==> src/rtl/bist_controller.sv <==
// BIST session sequencer: seeds TPG/MISR, applies N_PATTERNS, flushes CUT latency,
// freezes the MISR and checks its signature against GOLDEN.
module bist_controller #(
    parameter int unsigned           N_PATTERNS   = 1000,
    parameter int unsigned           CNT_W        = 16,
    parameter int unsigned           FLUSH_CYCLES = 2,
    parameter int unsigned           SIG_W        = 15,
    parameter logic [SIG_W-1:0]      GOLDEN       = 15'h5B6F
) (
    input  logic             CLK,
    input  logic             RST,
    input  logic             start,
    input  logic             abort,
    input  logic [SIG_W-1:0] misr_sig,
    output logic             tpg_rst,
    output logic             tpg_en,
    output logic             misr_rst,
    output logic             bist_end,
    output logic             bist_mode,
    output logic             busy,
    output logic             done,
    output logic             pass,
    output logic             fail,
    output logic [CNT_W-1:0] pattern_cnt
);

    localparam int unsigned FL_W = (FLUSH_CYCLES > 1) ? $clog2(FLUSH_CYCLES) : 1;
    localparam logic [CNT_W-1:0] CNT_LAST = CNT_W'(N_PATTERNS - 1);
    localparam logic [FL_W-1:0]  FL_LAST  = FL_W'((FLUSH_CYCLES > 0) ? FLUSH_CYCLES - 1 : 0);

    typedef enum logic [2:0] {
        IDLE,
        INIT,
        RUN,
        FLUSH,
        COMPARE,
        DONE
    } state_t;

    state_t            state;
    state_t            state_next;
    logic              init_ph;
    logic [FL_W-1:0]   flush_cnt;

    always_ff @(posedge CLK) begin
        if (!RST) begin
            state       <= IDLE;
            pattern_cnt <= '0;
            pass        <= 1'b0;
            fail        <= 1'b0;
            init_ph     <= 1'b0;
            flush_cnt   <= '0;
        end else begin
            state <= state_next;
            case (state)
                IDLE, DONE: begin
                    if (state_next == INIT) begin
                        pattern_cnt <= '0;
                        pass        <= 1'b0;
                        fail        <= 1'b0;
                        init_ph     <= 1'b0;
                    end
                end
                INIT: begin
                    init_ph <= ~init_ph;
                    if (state_next == IDLE) begin
                        pass <= 1'b0;
                        fail <= 1'b0;
                    end
                end
                RUN: begin
                    // The pattern applied this cycle counts even when aborting at its edge.
                    pattern_cnt <= pattern_cnt + CNT_W'(1);
                    flush_cnt   <= '0;
                    if (state_next == IDLE) begin
                        pass <= 1'b0;
                        fail <= 1'b0;
                    end
                end
                FLUSH: begin
                    flush_cnt <= flush_cnt + FL_W'(1);
                    if (state_next == IDLE) begin
                        pass <= 1'b0;
                        fail <= 1'b0;
                    end
                end
                COMPARE: begin
                    pass <= (misr_sig == GOLDEN);
                    fail <= (misr_sig != GOLDEN);
                end
                default: ;
            endcase
        end
    end

    always_comb begin
        state_next = state;
        tpg_rst    = 1'b0;
        tpg_en     = 1'b0;
        misr_rst   = 1'b0;
        bist_end   = 1'b1;
        bist_mode  = 1'b0;
        busy       = 1'b0;
        done       = 1'b0;
        case (state)
            IDLE: begin
                if (start) state_next = INIT;
            end
            INIT: begin
                tpg_rst   = 1'b1;
                misr_rst  = 1'b1;
                bist_mode = 1'b1;
                busy      = 1'b1;
                if (abort)        state_next = IDLE;
                else if (init_ph) state_next = RUN;
            end
            RUN: begin
                tpg_en    = 1'b1;
                bist_end  = 1'b0;
                bist_mode = 1'b1;
                busy      = 1'b1;
                if (abort)
                    state_next = IDLE;
                else if (pattern_cnt == CNT_LAST)
                    state_next = (FLUSH_CYCLES == 0) ? COMPARE : FLUSH;
            end
            FLUSH: begin
                bist_end  = 1'b0;
                bist_mode = 1'b1;
                busy      = 1'b1;
                if (abort)                     state_next = IDLE;
                else if (flush_cnt == FL_LAST) state_next = COMPARE;
            end
            COMPARE: begin
                bist_mode  = 1'b1;
                busy       = 1'b1;
                state_next = DONE;
            end
            DONE: begin
                done = 1'b1;
                if (start) state_next = INIT;
            end
            default: state_next = IDLE;
        endcase
    end

endmodule

==> config.mk <==
export PLATFORM = sky130hd
export DESIGN_NAME = bist_controller
export DESIGN_NICKNAME = d
export VERILOG_FILES = /design/src/rtl/bist_controller.sv
export SDC_FILE = /design/constraint.sdc
export NUM_CORES = 1
export LEC_CHECK = 0
export BUFFER_PORTS_ARGS = -buffer_cell sky130_fd_sc_hd__buf_4
export CELL_PAD_IN_SITES_DETAIL_PLACEMENT = 1
export CELL_PAD_IN_SITES_GLOBAL_PLACEMENT = 2
export CORE_MARGIN = 5
export CORE_UTILIZATION = 30
export CTS_CLUSTER_SIZE = 20
export DETAILED_ROUTE_END_ITERATION = 6
export PLACE_DENSITY = 0.95
export SYNTH_ARGS = -nofsm -noshare
export SYNTH_HDL_FRONTEND = slang
export SYNTH_SLANG_ARGS = --single-unit
==> constraint.sdc <==
create_clock -name CLK -period 4 [get_ports CLK]
set_clock_uncertainty 0.15 [all_clocks]
set_input_delay 0.2 -clock CLK [delete_from_list [all_inputs] [get_ports CLK]]
set_output_delay 0.2 -clock CLK [all_outputs]
set_load 0.005 [all_outputs]
==> metrics.md <==
| Metric | Value |
|---|---|
| Outcome | `finished, final reports clean` |
| N_diodes | `0` |
| Overall Global Routing Usage | `12.9%` |
| Vias in the first global route | `1296` |
| CP delay by family, top | `simple AND/OR/NAND/NOR gates` |
| Crit end category | `flop` |
| Gr ovfl total | `0` |
| Post-synth EDFFs | `0` |
| DRC | `0` |
| Simple logic cell fraction of the synthesized area | `30.9%` |
| Leakage | `0.686 nW` |
| Avg WL per Cell | `15.1 um` |
| Post-Syn Area per Cell | `7.95 um^2` |
| CP peak stage delay | `0.65 ns` |
| Async set-reset flop share out of synthesis | `0%` |
| Layout cell share with drive strength beyond 1 | `24.1%` |
| Placed wire-length estimate | `2840 um` |
| CP Launch Type | `flop` |
| Yosys Warn Count | `0` |
| Setup_tns | `0 ns` |
| Pin count of the biggest net entering global routing | `22` |
| Drt total wl | `3850 um` |
| Fmax achieved | `464 MHz` |
| Mux contribution to synthesized area | `0%` |
| Critical Path AT | `2.21 ns` |
| RSZ-0062 raised after global routing | `false` |
| Final period utilization | `53.9%` |
| Cts repair resizes | `0` |
| Core Box Area | `0.00438 mm^2` |
| Number of buffers added on ports | `43` |
| Post-CTS setup buffers | `0` |
| Initial core utilization | `31.2%` |
| Via count | `1420` |
| Initial antenna violation count | `0` |
| Xor and xnor area share after synthesis | `1.92%` |
| Clk sinks | `23` |
| First-pass GRT wire length | `6470 um` |
| Chip width | `77.5 um` |
| Worst hold path class | `in2reg` |
| Top FF cell, synth | `dfxtp_1` |
| Largest family of logic cells by synthesized area | `simple AND/OR/NAND/NOR gates` |
| Post-synthesis compound-gate area fraction | `25.3%` |
| H-Tree Depth | `1` |
| Layout area overhead | `25.3%` |
| Crit path cell chain | `nand4bb_1 -> or4_1 -> nand3_1` |
| Minimum clock period | `2.15 ns` |
| Initial drt markers | `68` |
| Via/cell ratio | `5.57` |
| Max FO, Critical Path | `17` |
| Final setup fails | `0` |
| CTS Buf Count | `3` |
| GPL Wtd Cong | `0.794` |
| Die Height | `77.5 um` |
| Synth Register Bits | `23` |
| CTS tree | `done` |
| Mapped cell area | `0.00137 mm^2` |
| Pre-Repair DR Iteration Count | `4` |
| Buf/Inv on CP | `0` |
| Clk_lat worst skew | `0.26 ns` |
| Final Hold Viols | `0` |
| Nets@finish | `224` |
| Mapped Cells | `172` |
| Worst Tran Pin Value | `0.612 ns` |
| Pre-CTS WS | `1.88 ns` |
| Critical Path RT | `4.05 ns` |
| Fin. max-slew vios | `0` |
| Rel. slew slack | `59.1%` |
| Post-Syn Nets | `192` |
| Clock Tree Buf Depth | `2` |
| Fillers | `541` |
| ANT nets after route | `0` |
| Critical-path top delay cell | `dfxtp_1` |
| Max Cap Violations | `0` |
| Die Footprint | `0.00601 mm^2` |
| Synth Area in Adders | `0.915%` |
| Power Density | `250 mW/mm^2` |
| Final worst slack | `1.85 ns` |
| WS Path Type | `reg2reg` |
| Synth cell types | `49` |
| Io pins | `44` |
| Root Driver | `clkbuf_8` |
| Util after Layout | `39.1%` |
| Post-CTS Hold Buffers | `0` |
| Peak supply drop | `0.0000872 V` |
| Seq/Total Area, Yosys | `33.7%` |
| Worst-path clk slew | `0.08 ns` |
| Cell row count | `24` |
==> through the flow <==
step / power, mW / instance area [um^2] / hold slack [ns] / cells
finish: 0.429 / 1710 / 0.0938 / 255
global route: 0.452 / 1710 / 0.0980 / 255
CTS: 0.435 / 1710 / 0.0894 / 255
detailed placement: 0.291 / 1670 / 0.299 / 251
global placement: 0.290 / 1670 / 0.300 / 251
floorplan: 0.267 / 1370 / 0.217 / 172
==> kinds of logic after synthesis <==
| family | Yosys count |
|---|---|
| buffers and inverters | 19 |
| and+or+nand+nor | 71 |
| adders and majority gates | 1 |
| DFF | 23 |
| AOI/OAI and AO/OA | 55 |
| xor gates and xnor gates | 3 |
==> placed cells by master (no fill, tap or decap), drive strengths merged, types with 2 or more instances in the layout <==
cell type | synthesis | final
and3 | 5 | 5
nor2b | 2 | 2
nor2 | 6 | 6
or4 | 3 | 3
nand2b | 3 | 3
inv | 3 | 3
xnor2 | 2 | 2
nand3 | 9 | 9
nor4 | 4 | 4
dfxtp | 23 | 23
a31oi | 5 | 5
o211ai | 3 | 3
a21boi | 4 | 4
a21o | 2 | 2
nand4b | 5 | 5
clkbuf | 5 | 4
nand4 | 6 | 6
and2 | 2 | 2
a21oi | 8 | 8
nand2 | 13 | 13
buf | 11 | 43
o21a | 2 | 2
o21ai | 20 | 20
nor3 | 2 | 2
o31ai | 3 | 3
nor3b | 2 | 2
==> routing by layer <==
metal,routed length [um],GRT usage [%],vias to the layer above
li1,-,-,706
met1,1940,17.9,667
met2,1640,19.5,43
met3,223,3.13,4
met4,40,4.64,0
met5,0,0,-
==> cell type report <==
type | count | area, um^2 | area share [%]
inverter | 3 | 11.3 | 0.657
tap | 52 | 65.1 | 3.80
clock buffer | 4 | 45.0 | 2.63
sequential | 23 | 460 | 26.9
multi-input combinational | 130 | 808 | 47.2
timing repair buffer | 43 | 323 | 18.8
==> synthesized netlist by cell type, types with 3 or more instances <==
cell type  count  area [um^2]
or4_1          3         22.5
o21ai_0       16         80.1
a31oi_1        5         31.3
buf_4          3         22.5
nor2_1         6         22.5
nor4_1         4         25.0
nand3_1        9         45.0
o211ai_1       3         22.5
o31ai_1        3         22.5
a21oi_1        8         40.0
a21boi_0       4         30.0
and3_1         5         31.3
nand2_1       13         48.8
nand2b_1       3         18.8
nand4_1        6         37.5
dfxtp_1       23          460
nand4b_1       5         43.8
o21ai_1        4         20.0
buf_2          7         35.0
clkbuf_1       5         18.8
==> where the power goes <==
part | switching (mW) | leakage (nW) | internal [mW]
clock network | 0.0723 | 0.0228 | 0.0711
registers | 0.00647 | 0.186 | 0.231
logic | 0.0201 | 0.478 | 0.0277
total | 0.0989 | 0.686 | 0.330
==> path summary, 6_finish.rpt <==
kind | slack [ns] | from | endpoint | cells past startpoint
worst max-delay path | 1.85 | state[1] | pattern_cnt[14] | 3
worst min-delay path | 0.09 | abort | state[1] | 4
worst max register to register | 1.85 | state[1] | pattern_cnt[14] | 3
worst min register to register | 0.32 | fail | fail | 1
==> flip-flops by register name, summed over array words and instances (netlist names) <==
register     cells
state            3
init_ph          1
pattern_cnt     16
pass             1
flush_cnt        1
fail             1
==> worst min-delay path: cells and delay by family <==
family,cells,cell delay (ns)
simple gates,2,0.11
compound gates,1,0.04
buf+inv,1,0.11
Power figures use the tool's default switching activity.
